==> config.mk <==
export PLATFORM = sky130hd
export DESIGN_NAME = ram_arbiter
export DESIGN_NICKNAME = d
export VERILOG_FILES = /design/src/rtl/ram_arbiter.sv
export SDC_FILE = /design/constraint.sdc
export NUM_CORES = 1
export LEC_CHECK = 0
export ABC_AREA = 1
export ABC_CLOCK_PERIOD_IN_PS = 10500
export CAP_MARGIN = 20
export CELL_PAD_IN_SITES_DETAIL_PLACEMENT = 1
export CELL_PAD_IN_SITES_GLOBAL_PLACEMENT = 1
export CORE_MARGIN = 3
export CORE_UTILIZATION = 35
export CTS_BUF_LIST = sky130_fd_sc_hd__clkbuf_2
export CTS_CLUSTER_DIAMETER = 40
export DETAILED_ROUTE_END_ITERATION = 8
export HOLD_SLACK_MARGIN = 0.05
export PLACE_DENSITY = 0.91
export SYNTH_ARGS = -nofsm -noshare
export SYNTH_HDL_FRONTEND = slang
export SYNTH_SLANG_ARGS = --single-unit
export TNS_END_PERCENT = 10
==> constraint.sdc <==
create_clock -name clk -period 10.5 [get_ports clk]
set_clock_uncertainty 0.05 [all_clocks]
set_input_delay 1.05 -clock clk [delete_from_list [all_inputs] [get_ports clk]]
set_output_delay 1.05 -clock clk [all_outputs]
set_load 0.02 [all_outputs]
==> src/rtl/ram_arbiter.sv <==
// Two-master front end for a single-port word RAM: arbitrates fetch vs load/store,
// sequences each access IDLE->READ/WRITE->RESP and turns sub-word stores into read-modify-write.
module ram_arbiter #(
    parameter int ADDR_WIDTH  = 32,
    parameter bit ROUND_ROBIN = 1'b1
) (
    input  logic                  clk,
    input  logic                  rst,
    input  logic                  if_req,
    input  logic [ADDR_WIDTH-1:0] if_addr,
    output logic                  if_ready,
    output logic [31:0]           if_rdata,
    input  logic                  d_req,
    input  logic                  d_we,
    input  logic [1:0]            d_size,
    input  logic [ADDR_WIDTH-1:0] d_addr,
    input  logic [31:0]           d_wdata,
    output logic                  d_ready,
    output logic [31:0]           d_rdata,
    output logic [ADDR_WIDTH-1:0] ram_addr,
    output logic                  ram_read,
    output logic                  ram_write,
    output logic [31:0]           ram_wdata,
    input  logic [31:0]           ram_rdata
);

    typedef enum logic [1:0] {IDLE, READ, WRITE, RESP} state_t;

    state_t                state_q;
    logic                  last_data_q;   // 1 = data port won the last grant
    logic                  port_data_q;
    logic                  we_q;
    logic                  half_q;
    logic [15:0]           wdata_q;
    logic                  if_ready_q, d_ready_q, ram_read_q, ram_write_q;
    logic [31:0]           if_rdata_q, d_rdata_q, ram_wdata_q;
    logic [ADDR_WIDTH-1:0] ram_addr_q;

    logic                  gnt_data_d;
    logic                  sel_we_d;
    logic [1:0]            sel_size_d;
    logic [ADDR_WIDTH-1:0] sel_addr_d;
    logic [31:0]           sel_wdata_d;
    logic [31:0]           merge_d;

    always_comb begin
        if (if_req && d_req) gnt_data_d = ROUND_ROBIN ? !last_data_q : 1'b1;
        else                 gnt_data_d = d_req;
        // A fetch is a word load, so its operands collapse to we=0, size=word.
        sel_we_d    = gnt_data_d & d_we;
        sel_size_d  = gnt_data_d ? d_size  : 2'b10;
        sel_addr_d  = gnt_data_d ? d_addr  : if_addr;
        sel_wdata_d = gnt_data_d ? d_wdata : 32'h0;
        merge_d     = half_q ? {ram_rdata[31:16], wdata_q}
                             : {ram_rdata[31:8],  wdata_q[7:0]};
    end

    always_ff @(posedge clk or posedge rst) begin
        if (rst) begin
            state_q     <= IDLE;
            last_data_q <= 1'b1;
            port_data_q <= 1'b0;
            we_q        <= 1'b0;
            half_q      <= 1'b0;
            wdata_q     <= '0;
            if_ready_q  <= 1'b0;
            d_ready_q   <= 1'b0;
            ram_read_q  <= 1'b0;
            ram_write_q <= 1'b0;
            if_rdata_q  <= '0;
            d_rdata_q   <= '0;
            ram_wdata_q <= '0;
            ram_addr_q  <= '0;
        end else begin
            if_ready_q <= 1'b0;
            d_ready_q  <= 1'b0;
            case (state_q)
                IDLE: begin
                    if (if_req || d_req) begin
                        port_data_q <= gnt_data_d;
                        last_data_q <= gnt_data_d;
                        we_q        <= sel_we_d;
                        half_q      <= (sel_size_d == 2'b01);
                        wdata_q     <= sel_wdata_d[15:0];
                        ram_addr_q  <= sel_addr_d;
                        if (sel_we_d && sel_size_d[1]) begin
                            ram_write_q <= 1'b1;
                            ram_wdata_q <= sel_wdata_d;
                            state_q     <= WRITE;
                        end else begin
                            ram_read_q <= 1'b1;
                            state_q    <= READ;
                        end
                    end
                end
                READ: begin
                    ram_read_q <= 1'b0;
                    // Only sub-word stores reach READ with we set.
                    if (we_q) begin
                        ram_write_q <= 1'b1;
                        ram_wdata_q <= merge_d;
                        state_q     <= WRITE;
                    end else begin
                        ram_addr_q <= '0;
                        if (port_data_q) begin
                            d_ready_q <= 1'b1;
                            d_rdata_q <= ram_rdata;
                        end else begin
                            if_ready_q <= 1'b1;
                            if_rdata_q <= ram_rdata;
                        end
                        state_q <= RESP;
                    end
                end
                WRITE: begin
                    ram_write_q <= 1'b0;
                    ram_addr_q  <= '0;
                    ram_wdata_q <= '0;
                    d_ready_q   <= 1'b1;
                    d_rdata_q   <= '0;
                    state_q     <= RESP;
                end
                default: state_q <= IDLE;
            endcase
        end
    end

    assign if_ready  = if_ready_q;
    assign if_rdata  = if_rdata_q;
    assign d_ready   = d_ready_q;
    assign d_rdata   = d_rdata_q;
    assign ram_addr  = ram_addr_q;
    assign ram_read  = ram_read_q;
    assign ram_write = ram_write_q;
    assign ram_wdata = ram_wdata_q;

endmodule

==> impl_metrics.json, run 1 <==
{
  "place_worst_setup_slack_ps": 6640,
  "wirelength_um": 25300,
  "floorplan.initialDensity_pct": 35.9,
  "post_cts_buffers": 0,
  "power_w": 0.00291,
  "cts_sinks": 154,
  "drc": 0,
  "finalSetupViolCount": 0,
  "clockRootBuffer": "clkbuf_2",
  "leakage_nw": 4.80,
  "ctsResizeCount": 0,
  "grt_max_degree": 86,
  "critPathKind": "in2reg",
  "clkTransAtPathRegs_ps": 240,
  "grt-busiest-layer": "met2",
  "nNetsFinal": 1228,
  "fin_crit_sh_pct": 29.5,
  "tritoncts": "built",
  "antenna_found_initial": 1,
  "die_x_um": 148,
  "port_buffers": 266,
  "startpoint_type": "input pin",
  "syn_inst": 850,
  "core-area_um2": 19600,
  "cts_hold_buf": 0,
  "min_path_type": "reg2reg",
  "synth_compound_area_share_pct": 12.6,
  "antenna_left": 0,
  "syn_to_final_growth_pct": 43.6,
  "tns_ps": 0,
  "netlist-cell-type-count": 25,
  "timing.fmax_mhz": 323,
  "met1_usage_pct": 26.1,
  "synth_sequential_area_ratio_pct": 54.8,
  "fp.dieArea_um2": 21800,
  "cts_htree_levels": 4,
  "vias": 6746,
  "cts_buffers": 17,
  "hold_viol": 0,
  "grt-ovfl-total": 0,
  "ir_drop_mv": 0.140,
  "path_max_fanout": 80,
  "grt_pass1_wl_um": 39500,
  "syn_avg_cell_area_um2": 8.28,
  "ys_warn_count": 0,
  "synth.area.mux_share_pct": 0,
  "insertion_delay_ps": 750,
  "clock_path_buffers": 2,
  "gp_congestion": 0.871,
  "dpl_cell_area_um2": 9810,
  "worst_setup_path_end_kind": "flop",
  "netlist_area_um2": 7040,
  "crit_arrival_ps": 3740,
  "fin_crit_ps": 3090,
  "grt_use_met3_pct": 7.97,
  "grt_use_met2_pct": 40.5,
  "slew_violations": 0,
  "synthSimpleGateAreaFrac_pct": 21.5,
  "drt_iter0_drc": 272,
  "setup_slack_ps": 7410,
  "hpwl_um": 18900,
  "rsz0062_at_grt": "false",
  "synth_top_family_by_area": "simple AND/OR/NAND/NOR gates",
  "synth_fa_ha_area_share_pct": 0.711,
  "final_area_um2": 10100,
  "synth-xor-area-share_pct": 0,
  "grt_use_total_pct": 23.3,
  "dr.pass1.iters": 7,
  "first_global_vias": 7268,
  "power.density_nw_per_um2": 288,
  "slew_headroom_pct": 30.1,
  "synth-seq-cells": 154,
  "drive_gt1_share_pct": 4.90,
  "status": "completed",
  "die_h_um": 148,
  "num_rows": 51,
  "synth_fp_nets": 989,
  "ioPinCount": 267,
  "worstMarginPinSlew_ps": 1050,
  "viasPerCell": 4.93,
  "wl_per_cell_um": 18.5,
  "worstPathRequired_ps": 11150,
  "max_cap_viol_count": 0
}
[cell usage after synthesis]
library cell  number  share of area (%)
nor2_1            11               0.59
o22ai_1           33                2.9
buf_2             30                2.1
nand4_2            1               0.18
o21bai_1           1               0.11
nand2_1          260                 14
nand3_1           53                3.8
clkbuf_1          12               0.64
buf_4              2               0.21
o21ai_0           97                6.9
nand2_4            5               0.80
ha_1               4               0.71
clkbuf_2           1              0.071
dfrtp_1          153                 54
o21ai_1           28                2.0
buf_1              2               0.11
inv_2              3               0.16
clkinv_1           1              0.053
nor2_4             1               0.16
buf_6              5               0.80
inv_1            116                6.2
nor2_8             2               0.57
a21oi_1           10               0.71
nand4_1           18                1.6
dfstp_2            1               0.37
[report_power, final]
part	switching, W	total [W]	internal, W
Sequential	0.000131	0.000950	0.000820
Combinational	0.000990	0.00158	0.000589
Clock	0.000218	0.000379	0.000160
[final timing paths]
| path | from | to | slack [ps] | cells past startpoint |
|---|---|---|---|---|
| worst max register to register | state_q[0]$_DFFE_PP0P_ | ram_wdata[23]$_DFFE_PP0P_ | 8060 | 7 |
| worst max-delay path | d_req | ram_addr[17]$_DFFE_PP0P_ | 7410 | 7 |
| min in group asynchronous | rst | d_rdata[7]$_DFFE_PP0P_ | 720 | 2 |
| worst min-delay path | ram_wdata[28]$_DFFE_PP0P_ | ram_wdata[28]$_DFFE_PP0P_ | 450 | 2 |
| max in group asynchronous | rst | ram_wdata[4]$_DFFE_PP0P_ | 8260 | 3 |
| worst min register to register | ram_wdata[28]$_DFFE_PP0P_ | ram_wdata[28]$_DFFE_PP0P_ | 450 | 2 |
[kinds of logic after synthesis]
logic type	after synthesis
AO/OA/AOI/OAI	169
adder cells (fa/ha/maj)	4
buffers and inverters	172
flip-flops	154
AND/OR/NAND/NOR	351
[cells in the final DEF, fill, tap and decap left out, types with 2 or more instances in the layout]
cell	synthesis	layout
nor2_1	11	11
bufinv_16	0	4
clkdlybuf4s50_1	0	266
nand4_1	18	18
clkinv_2	0	2
nand3_1	53	53
nand2_1	260	259
clkbuf_2	1	21
clkinvlp_4	0	3
o22ai_1	33	33
inv_6	0	2
a21oi_1	10	10
buf_4	2	4
inv_1	116	115
o21ai_1	28	27
inv_2	3	3
nand2_4	5	5
dfrtp_1	153	153
ha_1	4	4
nor2_8	2	2
o21ai_0	97	97
[through the flow]
step                instances  util [%]  hold WS [ps]
floorplan                 850         -           423
global placement         1333      50.0           403
detailed placement       1334      50.1           407
CTS                      1366      51.5           453
global route             1368      51.6           483
finish                   1368      51.6           450
[flip-flops by register name (all words and copies together) (netlist names), 2 cells and up]
signal	cells
ram_wdata	32
d_rdata	32
ram_addr	32
wdata_q	16
if_rdata	32
state_q	2
[metal layers]
metal  vias to the layer above  part of all wire, %
met5                         -                    0
met4                         0                  3.8
met3                        54                  8.7
met2                       292                   50
met1                      3219                   38
li1                       3181                    -
[worst max-delay path: stages]
cell and delay (ps):
clkdlybuf4s50_1 1060, nand2_4 590, inv_1 700, nand2_1 110
nand2_1 80, inv_1 40, o21ai_1 100
[cell type report]
cell class | count | area [µm²]
Fill cell | 2339 | 9480
Sequential cell | 154 | 3850
Timing Repair Buffer | 272 | 2730
Multi-Input combinational cell | 524 | 2460
Inverter | 120 | 455
Tap cell | 265 | 332
Clock inverter | 11 | 170
Clock buffer | 21 | 105
Antenna cell | 1 | 2.50
Note: power is estimated with default switching activity, not from simulation.
==> inputs of run 2 (changes only) <==
--- a/config.mk
+++ b/config.mk
@@ -6,17 +6,17 @@
 export NUM_CORES = 1
 export LEC_CHECK = 0
 export ABC_AREA = 1
-export ABC_CLOCK_PERIOD_IN_PS = 10500
+export ABC_CLOCK_PERIOD_IN_PS = 2900
 export CAP_MARGIN = 20
 export CELL_PAD_IN_SITES_DETAIL_PLACEMENT = 1
 export CELL_PAD_IN_SITES_GLOBAL_PLACEMENT = 1
 export CORE_MARGIN = 3
-export CORE_UTILIZATION = 35
+export CORE_UTILIZATION = 33
 export CTS_BUF_LIST = sky130_fd_sc_hd__clkbuf_2
 export CTS_CLUSTER_DIAMETER = 40
 export DETAILED_ROUTE_END_ITERATION = 8
 export HOLD_SLACK_MARGIN = 0.05
-export PLACE_DENSITY = 0.91
+export PLACE_DENSITY = 0.86
 export SYNTH_ARGS = -nofsm -noshare
 export SYNTH_HDL_FRONTEND = slang
 export SYNTH_SLANG_ARGS = --single-unit
==> constraint.sdc (replaced) <==
create_clock -name clk -period 2.9 [get_ports clk]
set_clock_uncertainty 0.05 [all_clocks]
set_input_delay 0.29 -clock clk [delete_from_list [all_inputs] [get_ports clk]]
set_output_delay 0.29 -clock clk [all_outputs]
set_load 0.02 [all_outputs]
==> run 2 against run 1 <==
Count of clock-buffer cells in the layout decreased by 4. Global-route usage decreased by 1.1 points. Combinational power increased to 3.6 times the previous value. Critical path depth decreased by 1. Cell count increased by 2.2%. Clock power increased to 4.1 times the previous value. Final area increased by 3.1%. Wire length increased by 1.4%. Register-to-register slack got worse by 7400 ps. Largest power group unchanged.
==> impl_metrics.json, run 2 (same netlist as run 1, synthesis figures left out) <==
{
  "status": "completed",
  "critPathKind": "reg2reg",
  "ioPinCount": 267,
  "fp.dieArea_um2": 23100,
  "viasPerCell": 4.89,
  "drive_gt1_share_pct": 5.41,
  "grt_pass1_wl_um": 41100,
  "tritoncts": "built",
  "crit_arrival_ps": 2760,
  "grt_max_degree": 80,
  "timing.fmax_mhz": 456,
  "p_sw_share_pct": 45.4,
  "tns_ps": 0,
  "placed_cells": 1349,
  "mostFrequentLayoutCell": "clkdlybuf4s50_1",
  "worstMarginPinSlew_ps": 747,
  "seqPwrFrac_pct": 32.0,
  "p_int_w": 0.00589,
  "min_path_type": "in2reg",
  "antenna_found_initial": 1,
  "path_max_fanout": 37,
  "ir_drop_mv": 0.422,
  "insertion_delay_ps": 690,
  "startpoint_type": "flop",
  "cts_sinks": 154,
  "fin_crit_sh_pct": 75.7,
  "drt_iter0_drc": 222,
  "slew_headroom_pct": 50.1,
  "vias": 6834,
  "finalSetupViolCount": 0,
  "cts_buffers": 17,
  "grt_use_total_pct": 22.1,
  "layout_common_cells": "clkdlybuf4s50_1 (266), nand2_1 (259), dfrtp_1 (153)",
  "hold_viol": 0,
  "ctsResizeCount": 0,
  "wl_per_cell_um": 18.3,
  "p_clk_share_pct": 14.6,
  "die_x_um": 152,
  "worstPathRequired_ps": 3460,
  "clock_path_buffers": 2,
  "first_global_vias": 7405,
  "rsz0062_at_grt": "false",
  "power.density_nw_per_um2": 1030,
  "grt-ovfl-total": 0,
  "leakage_nw": 4.93,
  "floorplan.initialDensity_pct": 34.1,
  "comb_power_share_pct": 53.5,
  "die_h_um": 152,
  "slew_violations": 0,
  "gp_congestion": 0.796,
  "fin_cells": 1398,
  "worst_setup_path_end_kind": "flop",
  "clkTransAtPathRegs_ps": 220,
  "dr.pass1.iters": 4,
  "syn_to_final_growth_pct": 48.0,
  "hpwl_um": 18600,
  "cts_htree_levels": 4,
  "wirelength_um": 25600,
  "num_rows": 52,
  "clockRootBuffer": "clkbuf_2",
  "port_buffers": 266,
  "post_cts_buffers": 0,
  "core-area_um2": 20600,
  "drc": 0,
  "antenna_left": 0,
  "fin_crit_ps": 2190,
  "nNetsFinal": 1254,
  "cts_hold_buf": 17,
  "switchingPower_w": 0.00489,
  "max_cap_viol_count": 0
}
[run 2: changes by cell type in the layout (fill, tap and decap cells not counted)]
cell	previous run	this run
clkinv_2	2	0
buf_12	1	3
buf_8	1	0
inv_6	2	4
buf_4	4	12
dlygate4sd3_1	0	17
clkinv_1	1	2
clkbuf_2	21	17
bufinv_16	4	6
[run 2: layout make-up]
cell class / count / area [µm²]
Sequential cell: 154 / 3850
Clock inverter: 14 / 243
Fill cell: 2474 / 10200
Tap cell: 270 / 338
Clock buffer: 17 / 85.1
Antenna cell: 1 / 2.50
Timing Repair Buffer: 298 / 2980
Multi-Input combinational cell: 524 / 2460
Inverter: 120 / 454
[run 2: worst max-delay path, cell delays in order, from the launching register on]
cell     delay [ps]
dfrtp_1         470
inv_1            90
ha_1            400
inv_1           180
nor2_4          630
nand3_1         160
o21ai_0         130
[run 2: path summary, 6_finish.rpt]
kind                                           start                        end  slack [ps]  cells after the start
max in group asynchronous                        rst    last_data_q$_DFFE_PP1P_        1520                      4
setup reg to reg              state_q[1]$_DFFE_PP0P_    wdata_q[15]$_DFFE_PP0P_         710                      6
min in group asynchronous                        rst   if_rdata[29]$_DFFE_PP0P_         520                      3
hold / removal                         ram_rdata[14]   if_rdata[14]$_DFFE_PP0P_         140                      3
hold reg to reg            ram_wdata[12]$_DFFE_PP0P_  ram_wdata[12]$_DFFE_PP0P_         450                      2
setup / recovery              state_q[1]$_DFFE_PP0P_    wdata_q[15]$_DFFE_PP0P_         710                      6
[run 2: power groups by stage]
stage               logic, W  registers (W)  clock network (W)
floorplan            0.00265        0.00418                  0
global placement     0.00558        0.00345                  0
detailed placement   0.00576        0.00349                  0
CTS                  0.00581        0.00345            0.00163
global route         0.00631        0.00355            0.00172
finish               0.00576        0.00345            0.00157
[run 2: routing by layer]
| layer | global-route usage, % | wire [µm] | vias to the layer above |
|---|---|---|---|
| met5 | 0 | 0 | - |
| met4 | 6.64 | 664 | 0 |
| met3 | 6.77 | 1920 | 39 |
| met2 | 38.6 | 12900 | 273 |
| met1 | 26.3 | 10200 | 3294 |
| li1 | - | - | 3228 |
[run 2: per-stage QoR]
| step | hold slack [ps] | worst slack, ps | utilization (%) | cell area (µm²) | total power [W] |
|---|---|---|---|---|---|
| final | 138 | 705 | 50.5 | 10400 | 0.0108 |
| after global routing | 65.4 | 427 | 50.5 | 10400 | 0.0116 |
| after CTS | 50.1 | 644 | 50.5 | 10400 | 0.0109 |
| after detailed placement | 413 | 668 | 48.1 | 9920 | 0.00926 |
| after global placement | 404 | 722 | 48.1 | 9920 | 0.00903 |
| after floorplan | 340 | 616 | - | 7040 | 0.00683 |
